## config.mk

```make
export PLATFORM = sky130hd
export DESIGN_NAME = win_banner_renderer
export DESIGN_NICKNAME = d
export VERILOG_FILES = /design/src/rtl/win_banner_pkg.sv /design/src/rtl/frame_tick_detect.sv /design/src/rtl/win_banner_renderer.sv
export SDC_FILE = /design/constraint.sdc
export NUM_CORES = 1
export LEC_CHECK = 0
export ABC_AREA = 1
export BUFFER_PORTS_ARGS = -buffer_cell sky130_fd_sc_hd__buf_2
export CAP_MARGIN = 20
export CELL_PAD_IN_SITES_DETAIL_PLACEMENT = 2
export CELL_PAD_IN_SITES_GLOBAL_PLACEMENT = 2
export CORE_MARGIN = 3
export CORE_UTILIZATION = 21
export CTS_CLUSTER_SIZE = 8
export DETAILED_ROUTE_END_ITERATION = 8
export PLACE_DENSITY_LB_ADDON = 0.1
export SLEW_MARGIN = 25
export SYNTH_ARGS = -nofsm -noshare
export SYNTH_HDL_FRONTEND = slang
export SYNTH_SLANG_ARGS = --single-unit
```

## constraint.sdc

```tcl
create_clock -name Clk -period 1.6 [get_ports Clk]
set_input_delay 0.32 -clock Clk [delete_from_list [all_inputs] [get_ports Clk]]
set_output_delay 0.32 -clock Clk [all_outputs]
set_load 0.01 [all_outputs]
```

## src/rtl/win_banner_pkg.sv

```systemverilog
// win_banner_pkg: shared types and ROM geometry for the win banner renderer
package win_banner_pkg;
  typedef enum logic [1:0] {IDLE, BLINK_ON, BLINK_OFF, SOLID} banner_state_t;
  localparam int ROM_ROWS = 32;
  localparam int ROM_COLS = 64;
  localparam int ROM_AW = 5;
endpackage

```

## src/rtl/frame_tick_detect.sv

```systemverilog
// frame_tick_detect: one-cycle pulse on each rising edge of a Clk-synchronous level
module frame_tick_detect (
  input  logic Clk,
  input  logic Reset,
  input  logic frame_clk,
  output logic tick
);
  logic frame_clk_q;
  always_ff @(posedge Clk) frame_clk_q <= Reset ? 1'b0 : frame_clk;
  assign tick = frame_clk & ~frame_clk_q;
endmodule

```

## src/rtl/win_banner_renderer.sv

```systemverilog
// win_banner_renderer: maps VGA coordinates onto the win bitmap ROM and gates it with a blink/solid sequencer
module win_banner_renderer
  import win_banner_pkg::*;
#(
  parameter int ORIGIN_X     = 192,
  parameter int ORIGIN_Y     = 176,
  parameter int SCALE_SHIFT  = 2,
  parameter int BLINK_FRAMES = 30,
  parameter int BLINK_COUNT  = 3
) (
  input  logic              Clk,
  input  logic              Reset,
  input  logic              frame_clk,
  input  logic              game_won,
  input  logic [9:0]        DrawX,
  input  logic [9:0]        DrawY,
  output logic [ROM_AW-1:0] rom_addr,
  input  logic [63:0]       rom_data,
  output logic              pixel_on,
  output logic              banner_active
);
  localparam int BANNER_W = ROM_COLS << SCALE_SHIFT;
  localparam int BANNER_H = ROM_ROWS << SCALE_SHIFT;
  localparam int CW = $clog2(ROM_COLS);
  localparam int FW = $clog2(BLINK_FRAMES + 1);
  localparam int BW = $clog2(BLINK_COUNT + 1);
  banner_state_t state, state_n;
  logic [FW-1:0] frame_cnt, frame_n;
  logic [BW-1:0] blink_cnt, blink_n;
  logic tick, frame_end, in_box, in_box_q;
  logic [10:0] rel_x, rel_y;
  logic [CW-1:0] col_q;
  frame_tick_detect u_tick (
    .Clk(Clk),
    .Reset(Reset),
    .frame_clk(frame_clk),
    .tick(tick)
  );
  assign frame_end = tick && frame_cnt == FW'(BLINK_FRAMES - 1);
  assign banner_active = state != IDLE;
  // dropping game_won wins over any same-cycle tick
  always_comb begin
    state_n = state;
    frame_n = frame_cnt;
    blink_n = blink_cnt;
    if (!game_won) begin
      state_n = IDLE;
      frame_n = '0;
      blink_n = '0;
    end else begin
      case (state)
        IDLE: begin
          state_n = BLINK_ON;
          frame_n = '0;
          blink_n = '0;
        end
        BLINK_ON, BLINK_OFF: if (tick) begin
          frame_n = frame_end ? '0 : frame_cnt + 1'b1;
          if (frame_end && state == BLINK_ON) state_n = BLINK_OFF;
          if (frame_end && state == BLINK_OFF) begin
            blink_n = blink_cnt + 1'b1;
            state_n = blink_cnt == BW'(BLINK_COUNT - 1) ? SOLID : BLINK_ON;
          end
        end
        default: ;
      endcase
    end
  end
  // a negative offset sets bit 10, so screen positions left/above the origin never wrap into the box
  assign rel_x = {1'b0, DrawX} - 11'(ORIGIN_X);
  assign rel_y = {1'b0, DrawY} - 11'(ORIGIN_Y);
  assign in_box = !rel_x[10] && rel_x < 11'(BANNER_W) && !rel_y[10] && rel_y < 11'(BANNER_H);
  always_ff @(posedge Clk) begin
    if (Reset) begin
      state     <= IDLE;
      frame_cnt <= '0;
      blink_cnt <= '0;
      rom_addr  <= '0;
      col_q     <= '0;
      in_box_q  <= 1'b0;
      pixel_on  <= 1'b0;
    end else begin
      state     <= state_n;
      frame_cnt <= frame_n;
      blink_cnt <= blink_n;
      rom_addr  <= in_box ? ROM_AW'(rel_y >> SCALE_SHIFT) : '0;
      col_q     <= CW'(rel_x >> SCALE_SHIFT);
      in_box_q  <= in_box;
      pixel_on  <= in_box_q && rom_data[CW'(ROM_COLS - 1) - col_q] && (state == BLINK_ON || state == SOLID);
    end
  end
endmodule
```

* Word level (Yosys, flattened, before mapping)
Index checks and enable logic that the tools add are counted.
Cells by class: add/subtract/negate cells 5, multiply operators 0, divide/modulo/power cells 0, $lt $le $gt $ge 3, equal/unequal tests 8, shifts and indexed selects 0, muxes and demuxes 13, bitwise logic cells 4, reduce and logical (&&, ||, !) cells 20
Operators with widths (count):
- 10-bit by 8-bit subtractor with 11-bit output (second input constant) | 2
- 2-bit two-way mux | 6
- 11-bit by 8-bit < comparator with 1-bit output (second input constant) | 1
- 11-bit by 9-bit < comparator with 1-bit output (second input constant) | 1
- 5-bit two-way mux | 2
- 5-bit one-hot mux with 2 select lines | 1
- 1-bit logical AND | 8
- 2-bit one-hot mux with 2 select lines | 2
- 6-bit by 7-bit < comparator with 1-bit output (second input constant) | 1
- 1-bit binary-select mux with 6-bit select | 1
- 2-bit equality test (second input constant) | 3
- 3-bit AND reduction | 2
- 2-bit OR reduction | 3
- 6-bit subtractor (first input constant) | 1
- 5-bit by 1-bit adder with 5-bit output (second input constant) | 1
- 5-bit equality test (second input constant) | 1
- 2-bit != test (second input constant) | 2
- 2-bit nonzero test | 2
- 3-bit != test (second input constant) | 1
- 1-bit NOT | 3
- 2-bit by 1-bit adder with 2-bit output (second input constant) | 1
- 2-bit by 1-bit equality test with 1-bit output (second input constant) | 1
- 1-bit logical NOT | 2
- 2-bit logical NOT | 1
- 4 further kinds | 4
Storage, ports and cells: register bits after elaboration 23, bits in latches 0, RAM bits 0, ROM bits 0, input bits 88, output and inout port bits 7, logic and storage cells 61, memories kept 0

* Longest topological paths before layout
Gate-level depths: netlist (run 1).
depth after elaboration 8, gate-level depth with buffers 11, gate-level depth less buffers 9

* Modules after synthesis
From an unflattened synthesis (run 1), not the netlist that was laid out.
Unflattened totals: cell total of the unflattened synthesis 282, area total of the unflattened synthesis 1736.7 um^2
By module, submodules not included:
- win_banner_renderer | instances 1, cells an instance 278, area an instance 1705.4 um^2, seq. area each 440.4 um^2
- frame_tick_detect | instances 1, cells an instance 4, area an instance 31.3 um^2, seq. area each 20.0 um^2

* Worst setup path before layout (run 1)
Ideal clock, no wire load.
path type reg-to-reg, from reg state[0], to reg blink_cnt[0], library setup time 125 ps, arrival 1312 ps, required time 1475 ps, path slack 163 ps, stages on the path, launching flop included 10, path buffers 0, period minus slack after synthesis 1437 ps, path through dfxtp_1 -> inv_1 -> ha_1 -> inv_1 -> nor2_1 -> inv_1 -> nor2_2 -> nor2_1 -> a21oi_2 -> nor3_2
Between the ends: longest elaborated chain between the ends 4, elaborated cells between the ends (all ways) 10, those cells by class eq/ne: 4; mux: 1; reduce/logical: 5
Ends and longest elaborated chain:
- start: declaration | line win_banner_renderer.sv:27 | banner_state_t state, state_n;
- start signal: assignment | line win_banner_renderer.sv:83 | state <= state_n;
- 2-bit equality test / 2-bit by 1-bit equality test with 1-bit output (equally long branches) | line win_banner_renderer.sv:51, win_banner_renderer.sv:60
- 2-bit OR reduction / 1-bit logical AND (equally long branches) | line win_banner_renderer.sv:51, win_banner_renderer.sv:60
- 2-bit != test (no line) / 2-bit nonzero test (equally long branches)
- 3-bit AND reduction (no line)
- end signal: assignment | line win_banner_renderer.sv:85 | blink_cnt <= blink_n;
- end: declaration | line win_banner_renderer.sv:29 | logic [BW-1:0] blink_cnt, blink_n;
Parallel ways exist; a longest one is shown, timed or not. A chain may end at the register's enable or synchronous reset.

* Worst setup path after layout (run 1)
Same ends and word-level chain as after synthesis.

==> flow_metrics.env, run 1 <==
export IMPL_synth_edf_count=0
export IMPL_drt_wl_total_um=6294
export IMPL_r2r_end="blink_cnt[0]"
export IMPL_yosysMostFrequentCell="nand2_1"
export IMPL_route_detailed_drc=0
export IMPL_tritoncts="done"
export IMPL_ys_flop_type="dfxtp_1"
export IMPL_antenna_left=0
export IMPL_synthArstFlopShare_pct=0
export IMPL_io_buffer_count=90
export IMPL_rsz0062_at_grt="no"
export IMPL_fmax_mhz=694.1
export IMPL_clk_pin_slew_ns=0.08
export IMPL_die_x_um=97.50
export IMPL_ys_ff_latch=23
export IMPL_syn_area_um2=1758
export IMPL_hold_end="rom_addr[2]"
export IMPL_ff2ff_path_depth=9
export IMPL_insertion_delay_ns=0.27
export IMPL_clock_path_buffers=2
export IMPL_wl_met2_um=3050
export IMPL_clock_skew_ns=0.002369
export IMPL_synth_nets=380
export IMPL_die_area_um2=9505
export IMPL_grt_remaining_overflow=0
export IMPL_synth_cells=283
export IMPL_synth_cell_types=33
export IMPL_place_hpwl_um=5122
export IMPL_timing_final_crit_share_pct=90.05
export IMPL_first_global_vias=2297
export IMPL_path_buf_inv=3
export IMPL_chipHeight_um=97.50
export IMPL_met3_length_um=399
export IMPL_r2r_slack_ns=0.16
export IMPL_coreArea_um2=7928
export IMPL_wl_met1_um=2782
export IMPL_finalNetCount=472
export IMPL_start_util_pct=22.17
export IMPL_crit_path_end_kind="flip-flop"
export IMPL_hp_start="DrawY[4]"
export IMPL_worst_ir_drop_vdd_mv=0.3613
export IMPL_crit_family="simple AND/OR/NAND/NOR gates"
export IMPL_drt_pass1_iter_count=3
export IMPL_slew_headroom_pct=75.36
export IMPL_root_buffer="clkbuf_8"
export IMPL_groute_usage_overall_pct=13.29
export IMPL_final_util_pct=30.29
export IMPL_slew_violations=0
export IMPL_num_vias=2132
export IMPL_crit_required_ns=1.75
export IMPL_drive_above_1_share_pct=31.82
export IMPL_hold_viol=0
export IMPL_top_layer="met4"
export IMPL_ys_top_cells_by_count="nand2_1 (99), nand3_1 (57), inv_1 (29)"
export IMPL_post_drt_wl_per_cell_um=13.22
export IMPL_cp_start_kind="flip-flop"
export IMPL_critPathSlowestCell="dfxtp_1"
export IMPL_pin_count=95
export IMPL_worst_path_stages=9
export IMPL_rr_startpoint="state[0]"
export IMPL_finalSetupViolations=0
export IMPL_antenna_found_initial=0
export IMPL_tightestPinTransition_ns=0.3688
export IMPL_design_area_um2=2401
export IMPL_crit_path_max_fanout=4
export IMPL_maxCapViolations=0
export IMPL_fill_cells=1055
export IMPL_hp_class="primary input to flip-flop"
export IMPL_cp_slowest_stage_delay_ns=0.35
export IMPL_finalCriticalPeriod_ns=1.441
export IMPL_worstPathArrival_ns=1.59
export IMPL_place_congestion=0.7359
export IMPL_syn_to_final_growth_pct=36.58
export IMPL_insertedDiodeCount=0
export IMPL_cts_buffers=3
export IMPL_hold_path_depth=2
export IMPL_grt_pass1_wl_um=10700
export IMPL_first_iter_violations=38
export IMPL_power_density_nw_per_um2=611.2
export IMPL_worstSetupPathType="flip-flop to flip-flop"
export IMPL_setup_tns_ns=0
export IMPL_ctsHoldBuffers=0
export IMPL_postPlaceCellArea_um2=2317
export IMPL_clock_sink_count=23
export IMPL_syn_avg_cell_area_um2=6.212
export IMPL_crit_start="state[0]"
export IMPL_synthTopCellsByArea="dfxtp_1 (26%), nand2_1 (21%), nand3_1 (16%), ha_1 (6.4%), inv_1 (6.2%)"
export IMPL_rows=32
export IMPL_p_leak_uw=0.001268
export IMPL_synth_top_cell_area_share_pct=26.19
export IMPL_cts_htree_levels=1
export IMPL_grt_max_degree=33
export IMPL_yosysTopAreaCell="dfxtp_1"
export IMPL_crit_chain="inv_1, ha_4, inv_1, nor2_1, inv_2, nor2_4, nor2_1, a21oi_2, nor3_2"
export IMPL_status="completed"
export IMPL_ys_warn_count=0
export IMPL_vias_per_cell=4.479
export IMPL_ys_seq_area_share_pct=26.19
==> final cells by class <==
class | instances | area, um^2 | area share, %
tap | 102 | 127.6 | 5.315
clock buffer | 4 | 45.04 | 1.876
multi-input combinational | 216 | 1099 | 45.75
sequential | 23 | 462.9 | 19.28
timing repair buffer | 98 | 535.5 | 22.30
timing repair inverter | 1 | 6.256 | 0.2606
inverter | 32 | 125.1 | 5.211
==> per-stage QoR <==
stage | total power [uW] | setup WS, ns | std cells | hold slack [ns]
floorplan | 894.3 | 0.1631 | 283 | 0.3924
CTS | 1488 | 0.005884 | 475 | 0.2248
global placement | 1091 | 0.02765 | 471 | 0.4561
finish | 1467 | 0.1593 | 476 | 0.2352
detailed placement | 1103 | 0.01831 | 471 | 0.4734
global route | 1595 | 0.002278 | 476 | 0.2347
==> worst register-to-register path, cell delays in order, from the launching register on <==
cell     delay, ns
dfxtp_1       0.35
inv_1         0.09
ha_4          0.29
inv_1         0.04
nor2_1        0.12
inv_2         0.08
nor2_4        0.13
nor2_1        0.07
a21oi_2       0.12
nor3_2        0.04
==> how the worst max path moves through the flow <==
stage,endpoint,slack (ns)
after floorplan,blink_cnt[0],0.16
after global placement,pixel_on,0.03
after detailed placement,pixel_on,0.02
after CTS,pixel_on,0.006
after global routing,frame_cnt[1],0.002
final,blink_cnt[0],0.16
==> cell families (layout without fill, tap and decap cells) <==
family	count (synthesis)	in the layout	share of synthesized area, %
flops	23	23	26.19
compound gates	18	18	6.620
fa+ha+maj	9	9	6.406
buf+inv	44	135	13.02
simple gates	186	186	46.26
xor+xnor	3	3	1.495
==> what timing repair did <==
item	4_1_cts	5_1_grt
resized for setup	0	11
setup buffers	0	0
setup endpoints to repair	0	10
==> registers in the layout, indices dropped and copies added, names as in the netlist <==
| name | count |
|---|---|
| col_q | 6 |
| frame_cnt | 5 |
| rom_addr | 5 |
| blink_cnt | 2 |
| state | 2 |
| in_box_q | 1 |
| pixel_on | 1 |
| u_tick.frame_clk_q | 1 |
==> per-layer routing <==
metal	track usage, %	up-vias
met5	0	-
met4	3.195	0
met3	3.159	5
met2	22.98	58
met1	16.57	986
li1	-	1083
==> power by group <==
| group | leakage [uW] | total [uW] | switching, uW | internal, uW |
|---|---|---|---|---|
| Clock | 0.0000228 | 370 | 192 | 178 |
| Combinational | 0.00106 | 489 | 269 | 220 |
| Sequential | 0.000188 | 608 | 16.3 | 592 |
| Total | 0.00127 | 1470 | 477 | 991 |
==> placed cells by master, fill, tap and decap left out, types with 2 or more instances in the layout <==
master     n
nand2_1   98
buf_2     90
nand3_1   57
inv_1     27
dfxtp_1   21
nor2_1    18
a21oi_1    8
ha_1       8
buf_4      6
inv_2      4
nor2_4     3
clkbuf_8   3
nor3_1     2
a21o_1     2
o211ai_1   2
xnor2_1    2
dfxtp_2    2
buf_12     2
(Power assumes the default switching activity.)
==> run 2: changes to the inputs <==
Settings changed: CORE_UTILIZATION 21 to 22, CTS_BUF_LIST from default to sky130_fd_sc_hd__clkbuf_4.
==> flow_metrics.env, run 2 (same netlist as run 1, synthesis figures left out) <==
export IMPL_setup_tns_ns=0
export IMPL_clock_sink_count=23
export IMPL_vias_per_cell=4.439
export IMPL_cts_buffers=3
export IMPL_rsz0062_at_grt="no"
export IMPL_p_leak_uw=0.001273
export IMPL_crit_required_ns=1.81
export IMPL_first_iter_violations=47
export IMPL_hold_viol=0
export IMPL_grt_max_degree=33
export IMPL_place_ws_ns=-0.06905
export IMPL_finalCriticalPeriod_ns=1.440
export IMPL_route_detailed_drc=0
export IMPL_tritoncts="done"
export IMPL_ctsHoldBuffers=0
export IMPL_crit_chain="inv_1, ha_1, nand3_2, nor2_4, nand2_1, nor2_4, nor2_2, a21oi_2, nor3_2"
export IMPL_pin_count=95
export IMPL_crit_top_cell="nor2_4"
export IMPL_io_buffer_count=90
export IMPL_clock_skew_ns=0.001820
export IMPL_clk_pin_slew_ns=0.13
export IMPL_swShare_pct=33.72
export IMPL_crit_path_max_fanout=4
export IMPL_place_hpwl_um=5299
export IMPL_largest_reg_flops=6
export IMPL_seqPwrFrac_pct=44.3
export IMPL_start_util_pct=23.48
export IMPL_maxCapViolations=0
export IMPL_coreArea_um2=7486
export IMPL_design_area_um2=2391
export IMPL_largestRegisters="col_q: 6 flops, frame_cnt: 5 flops, rom_addr: 5 flops"
export IMPL_antenna_left=0
export IMPL_die_area_um2=9099
export IMPL_worst_ir_drop_vdd_mv=0.3915
export IMPL_final_cell_mix="nand2_1 (99), buf_2 (90), nand3_1 (57)"
export IMPL_p_sw_uw=464.1
export IMPL_post_drt_wl_per_cell_um=13.59
export IMPL_power_density_nw_per_um2=575.7
export IMPL_drt_wl_total_um=6444
export IMPL_grt_remaining_overflow=0
export IMPL_clock_path_buffers=2
export IMPL_antenna_found_initial=0
export IMPL_insertedDiodeCount=0
export IMPL_chipHeight_um=95.39
export IMPL_cp_slowest_stage_delay_ns=0.36
export IMPL_tightestPinTransition_ns=0.3490
export IMPL_drive_above_1_share_pct=32.53
export IMPL_slew_violations=0
export IMPL_syn_to_final_growth_pct=36.01
export IMPL_timing_final_crit_share_pct=89.98
export IMPL_critPathSlowestCell="dfxtp_1"
export IMPL_fill_cells=963
export IMPL_first_global_vias=2308
export IMPL_place_congestion=0.6962
export IMPL_slew_headroom_pct=76.68
export IMPL_layout_commonest_cell="nand2_1"
export IMPL_status="completed"
export IMPL_setup_ws_ns=0.1603
export IMPL_num_vias=2104
export IMPL_whs_ns=0.1836
export IMPL_postPlaceCellArea_um2=2328
export IMPL_regMostFlops="col_q"
export IMPL_finalSetupViolations=0
export IMPL_cts_htree_levels=1
export IMPL_drt_pass1_iter_count=4
export IMPL_p_comb_share_pct=35.7
export IMPL_finalNetCount=473
export IMPL_rows=31
export IMPL_insertion_delay_ns=0.31
export IMPL_hp_class="primary input to flip-flop"
export IMPL_p_int_uw=912.4
export IMPL_cp_start_kind="flip-flop"
export IMPL_fmax_mhz=694.6
export IMPL_root_buffer="clkbuf_4"
export IMPL_worstSetupPathType="flip-flop to flip-flop"
export IMPL_worstPathArrival_ns=1.65
export IMPL_die_x_um=95.39
export IMPL_clkPwrFrac_pct=20.0
export IMPL_crit_path_end_kind="flip-flop"
export IMPL_groute_usage_overall_pct=13.95
export IMPL_grt_pass1_wl_um=10180
run 2: power groups by stage:
stage          sequential (uW)  clock [uW]  combinational, uW
2_1_floorplan              615           0                279
3_3_place_gp               621           0                473
3_5_place_dp               621           0                485
4_1_cts                    609         299                499
5_1_grt                    614         314                571
6_report                   610         275                491
run 2: worst paths after layout:
kind | from | endpoint | slack (ns) | cells after the start
setup / recovery | frame_cnt[1] | blink_cnt[0] | 0.16 | 9
hold / removal | DrawY[4] | rom_addr[2] | 0.18 | 2
setup reg to reg | frame_cnt[1] | blink_cnt[0] | 0.16 | 9
hold reg to reg | frame_cnt[0] | frame_cnt[0] | 0.48 | 1
run 2: timing repair:
item | 4_1_cts | 5_1_grt
pin swaps | 0 | 1
gates resized for setup | 3 | 8
setup endpoints to repair | 4 | 8
setup buffers | 0 | 0
run 2: routing by layer:
metal / GRT usage, % / wire (um) / vias to the layer above
met1: 17.05 / 2832 / 954
met5: 0 / 0 / -
met2: 25.71 / 3167 / 60
li1: - / - / 1086
met3: 1.894 / 392 / 4
met4: 3.199 / 52 / 0
run 2: cell type report:
class | count | area [um^2] | share of cell area [%]
inverters | 32 | 127.6 | 5.338
well taps | 99 | 123.9 | 5.181
clock buffers | 3 | 22.52 | 0.9419
clock inverters | 1 | 5.005 | 0.2093
repair buffers | 100 | 550.5 | 23.02
flip-flops and latches | 23 | 465.4 | 19.47
multi-input cells | 216 | 1096 | 45.84
run 2: stage by stage:
step,utilization [%],std cells,power (uW)
2_1_floorplan,-,283,894.3
3_3_place_gp,31.10,470,1094
3_5_place_dp,31.10,470,1106
4_1_cts,31.69,474,1407
5_1_grt,31.94,474,1499
6_report,31.94,474,1376
run 2: worst max-delay path, delay by kind of cell (launching register included):
| family | cells | cell delay (ns) |
|---|---|---|
| AND/OR/NAND/NOR | 6 | 0.64 |
| flip-flops | 1 | 0.36 |
| adder cells (fa/ha/maj) | 1 | 0.16 |
| AO/OA/AOI/OAI | 1 | 0.11 |
| buffers and inverters | 1 | 0.06 |
